<file path="config.mk">
export PLATFORM = sky130hd
export DESIGN_NAME = timer_dev
export DESIGN_NICKNAME = d
export VERILOG_FILES = /design/src/rtl/timer_dev.sv
export SDC_FILE = /design/constraint.sdc
export NUM_CORES = 1
export LEC_CHECK = 0
export CAP_MARGIN = 20
export CORE_AREA = 2 2 95 97
export CTS_CLUSTER_DIAMETER = 80
export DETAILED_ROUTE_END_ITERATION = 16
export DIE_AREA = 0 0 97 99
export PLACE_DENSITY = 0.76
export SLEW_MARGIN = 20
export SYNTH_ARGS = -nofsm -noshare
export SYNTH_HDL_FRONTEND = slang
export SYNTH_SLANG_ARGS = --single-unit
</file>
<file path="constraint.sdc">
create_clock -name clk -period 2.4 [get_ports clk]
set_clock_uncertainty 0.1 [all_clocks]
set_input_delay 0.48 -clock clk [delete_from_list [all_inputs] [get_ports clk]]
set_output_delay 0.48 -clock clk [all_outputs]
set_load 0.02 [all_outputs]
</file>
<file path="src/rtl/timer_dev.sv">
// Memory-mapped countdown timer: CTRL/PRESET/COUNT registers, four-state FSM, masked interrupt.
// Combinational readback; a bus write freezes the FSM for that cycle.
module timer_dev (
   input  logic        clk,
   input  logic        reset,
   input  logic [1:0]  addr,
   input  logic        we,
   input  logic [3:0]  byteen,
   input  logic [31:0] wdata,
   output logic [31:0] rdata,
   output logic        irq
);
   typedef enum logic [1:0] {IDLE, LOAD, CNT, INTR} state_t;

   state_t      state;
   logic [3:0]  ctrl;
   logic [31:0] preset;
   logic [31:0] count;
   logic        irq_flag;
   logic        wr;
   logic [31:0] preset_merged;

   assign wr = we & (|byteen);

   always_comb begin
      preset_merged = preset;
      for (int i = 0; i < 4; i++) begin
         if (byteen[i]) preset_merged[8*i +: 8] = wdata[8*i +: 8];
      end
   end

   // A CPU write takes the whole cycle: FSM, COUNT and flag hold unless the write hits CTRL.
   always_ff @(posedge clk or negedge reset) begin
      if (!reset) begin
         state    <= IDLE;
         ctrl     <= 4'd0;
         preset   <= 32'd0;
         count    <= 32'd0;
         irq_flag <= 1'b0;
      end else if (wr) begin
         case (addr)
            2'd0: begin
               if (byteen[0]) ctrl <= wdata[3:0];
               irq_flag <= 1'b0;
            end
            2'd1:    preset <= preset_merged;
            default: ;
         endcase
      end else begin
         case (state)
            IDLE: if (ctrl[0]) state <= LOAD;
            LOAD: begin
               count <= preset;
               state <= CNT;
            end
            CNT: begin
               if (!ctrl[0]) begin
                  state <= IDLE;
               end else if (count > 32'd1) begin
                  count <= count - 32'd1;
               end else begin
                  count    <= 32'd0;
                  irq_flag <= 1'b1;
                  state    <= INTR;
               end
            end
            INTR: begin
               // Mode 1 auto-reloads by leaving EN set; other modes are one-shot.
               if (ctrl[2:1] == 2'd1) irq_flag <= 1'b0;
               else                   ctrl[0]  <= 1'b0;
               state <= IDLE;
            end
            default: state <= IDLE;
         endcase
      end
   end

   always_comb begin
      case (addr)
         2'd0:    rdata = {28'd0, ctrl};
         2'd1:    rdata = preset;
         2'd2:    rdata = count;
         default: rdata = 32'd0;
      endcase
   end

   assign irq = irq_flag & ctrl[3];

endmodule

</file>
==> qor.json, run 1 <==
{
  "synth-edff-count": 0,
  "power.share.clock_pct": 16.4,
  "outcome": "finished with violations",
  "fmax_mhz": 384,
  "critPathArrivalTime_ns": 2.72,
  "tightestPinTransition_ns": 0.632,
  "power_frac_seq_pct": 34.5,
  "drv_slew": 0,
  "diodes": 0,
  "critical_path_peak_fanout": 4,
  "setup-violations-final": 32,
  "start_util_pct": 47.4,
  "layout-drive-gt1-share_pct": 34.3,
  "critPathRequiredTime_ns": 2.52,
  "globalplace.congestion": 0.901,
  "initial_antenna_violation_count": 0,
  "cts.sinks": 71,
  "rr_startpoint": "count[31]",
  "drv_cap": 0,
  "cts_hold_repair.buffers": 0,
  "comb_power_share_pct": 49.0,
  "drtPass1Iterations": 4,
  "globalRouteOverflowTotal": 0,
  "clock_tree.buffer_depth": 2,
  "syn-cell-area_mm2": 0.00405,
  "hold_path.class": "input pin to async pin",
  "netlist.area_leader.share_pct": 43.9,
  "synth-async-reset-ratio_pct": 100,
  "gr-usage-all-layers_pct": 27.0,
  "routed_wl_mm": 12.8,
  "clk_pin_slew_worst_setup_hold_paths_ns": 0.08,
  "total_leakage_power_nw": 2.56,
  "p_int_mw": 3.39,
  "max-slew-margin-rel_pct": 57.8,
  "dieHeight_um": 99,
  "mostFrequentLayoutCells": "buf_4 (79), dfrtp_1 (71), clkdlybuf4s50_1 (38), mux2_2 (35)",
  "htree_num_levels": 3,
  "finish.instance_area_mm2": 0.00592,
  "layout.area.seq_mm2": 0.00178,
  "layout.cells.most_common": "buf_4",
  "syn-num-nets": 455,
  "yosys-top-cells-area": "dfrtp_1 (44%), mux2_2 (9.7%), a22o_1 (6.7%), o21ai_0 (4.0%), a21oi_1 (2.5%)",
  "power-per-cell-area_mw_per_mm2": 960,
  "cts-root-buf": "clkbuf_8",
  "endpoint_kind": "flop",
  "netSwitchingFraction_pct": 40.4,
  "p_switching_mw": 2.30,
  "syn_avg_cell_area_um2": 9.83,
  "preCtsSetupSlack_ns": -0.472,
  "tritoncts": "yes",
  "grt_setup_unrepaired": "true",
  "rows": 34,
  "route.vias.total": 4109,
  "num_io_pins": 74,
  "drt-initial-drc-count": 279,
  "startpoint_type": "flop",
  "die_width_um": 97,
  "grt_pass1_vias": 4188,
  "reg_to_reg_slack_setup_ns": -0.21,
  "design.core.area_mm2": 0.00855,
  "post_synth_num_cell_types": 51,
  "yosys_warnings": 0,
  "hold-worst-slack_ns": 0.0424,
  "postSynth.topFlopCell": "dfrtp_1",
  "yosysTopAreaCell": "dfrtp_1",
  "rr_endpoint": "count[27]",
  "post-route-period-util_pct": 109,
  "place.detailed.hpwl_mm": 8.78,
  "design_power_total_mw": 5.69,
  "area_of_the_multi_input_gates_mm2": 0.00232,
  "io_buffer_count": 73,
  "placed_area_mm2": 0.00550,
  "grt_start_max_net_pins": 40,
  "clk-insertion-delay-late_ns": 0.35,
  "number_of_nets_with_antenna_violations_after_routing": 0,
  "criticalPathCategory": "flop to flop",
  "synth-seq-area-share_pct": 43.9,
  "ir_drop_uv": 498,
  "design.die.area_mm2": 0.00960,
  "layout.filler_cells": 663,
  "vias_per_cell": 6.08,
  "cts_buffers": 9,
  "r2r_cells": 8,
  "grt_first_pass_wirelength_mm": 21.0,
  "final_nets": 607,
  "timing.final.hold_violations": 0,
  "postSynthCellCount": 412,
  "yosys_register_bits": 71,
  "area.growth.synth_to_final_pct": 46.3,
  "final_period_minus_worst_setup_slack_ns": 2.61,
  "wire_per_inst_um": 18.9,
  "final_core_util_pct": 69.3,
  "post-route-worst-setup-slack_ns": -0.205,
  "violations": "setup timing",
  "drc": 0
}
-- worst max path at each step --
stage	from	to	slack [ns]
final	count[31]	count[27]	-0.21
after global routing	count[4]	count[25]	-0.25
after CTS	count[31]	count[27]	-0.18
after detailed placement	addr[1]	rdata[25]	-0.47
after global placement	addr[1]	rdata[18]	-0.45
after floorplan	count[9]	count[24]	-0.24
-- area by class of cell --
type                    instances  share of cell area (%)
multi-input cells             304                    39.2
flip-flops and latches         71                    30.0
repair buffers                166                    24.7
well taps                     108                    2.28
clock buffers                  11                    2.22
clock inverters                 4                   0.803
inverters                      12                   0.760
-- stage by stage --
step / std cells / setup TNS [ns]
after floorplan: 412 / -3.19
after global placement: 650 / -18.89
after detailed placement: 650 / -20.84
after CTS: 674 / -3.80
after global routing: 676 / -5.70
final: 676 / -3.69
-- power by group through the flow --
stage / Sequential, mW / Combinational [mW] / Clock [mW]
2_1_floorplan: 1.90 / 1.47 / 0
3_3_place_gp: 1.95 / 2.47 / 0
3_5_place_dp: 1.96 / 2.53 / 0
4_1_cts: 1.94 / 2.71 / 0.946
5_1_grt: 2.01 / 3.00 / 0.993
6_report: 1.96 / 2.79 / 0.935
-- critical path: stages, from the launching register on --
cell	delay (ns)
dfrtp_1	0.38
or4_1	0.52
or4_4	0.44
or3_4	0.37
o21ai_4	0.21
buf_6	0.16
buf_6	0.11
o21ai_2	0.06
o2bb2ai_2	0.13
-- registers in the layout, indices dropped and copies added, names as in the netlist --
signal	flops
preset	32
count	32
state	2
ctrl	4
irq_flag	1
-- synthesized netlist by cell type, drive strengths merged, types with 4 or more instances --
cell	n
a21oi	20
and2	4
nor2b	4
a32oi	8
o211ai	4
o21ai	33
mux2i	5
mux2	35
and3	4
nor3	17
nor2	21
o2bb2ai	10
nor4	10
or3	8
clkbuf	24
a22oi	8
a22o	32
or4	9
buf	4
dfrtp	71
nand2	24
o22ai	5
inv	12
nand3	15
-- what timing repair did --
action,in CTS,in global routing
buffers inserted,4,3
pin swaps,21,9
resized for setup,70,21
gates cloned,5,0
endpoints found under the setup margin,66,36
-- logic make-up (layout without fill, tap and decap cells) --
family | Yosys count | in the layout | share of synthesized area [%]
AOI/OAI and AO/OA | 136 | 136 | 23.9
DFF | 71 | 71 | 43.9
adders and majority gates | 2 | 2 | 0.618
muxes | 40 | 40 | 11.0
and+or+nand+nor | 123 | 126 | 16.1
buffers and inverters | 40 | 193 | 4.54
-- layer usage --
layer / track usage, % / share of wire (%) / vias to the layer above
met3: 3.90 / 5.2 / 24
li1: - / - / 1893
met1: 35.8 / 44 / 2041
met4: 8.67 / 1.9 / 0
met5: 0 / 0 / -
met2: 45.9 / 49 / 151
No activity file was read; power rests on OpenSTA's default activity.
==> run 2, diff against run 1 <==
SLEW_MARGIN = 30   (was 20)
==> results of run 2 <==
Final layout, timing and power as in run 1 (identical DEF).
==> run 3, diff against run 2 <==
CTS_CLUSTER_DIAMETER = default   (was 80)
==> results of run 3 <==
Final layout, timing and power as in run 1 (identical DEF).
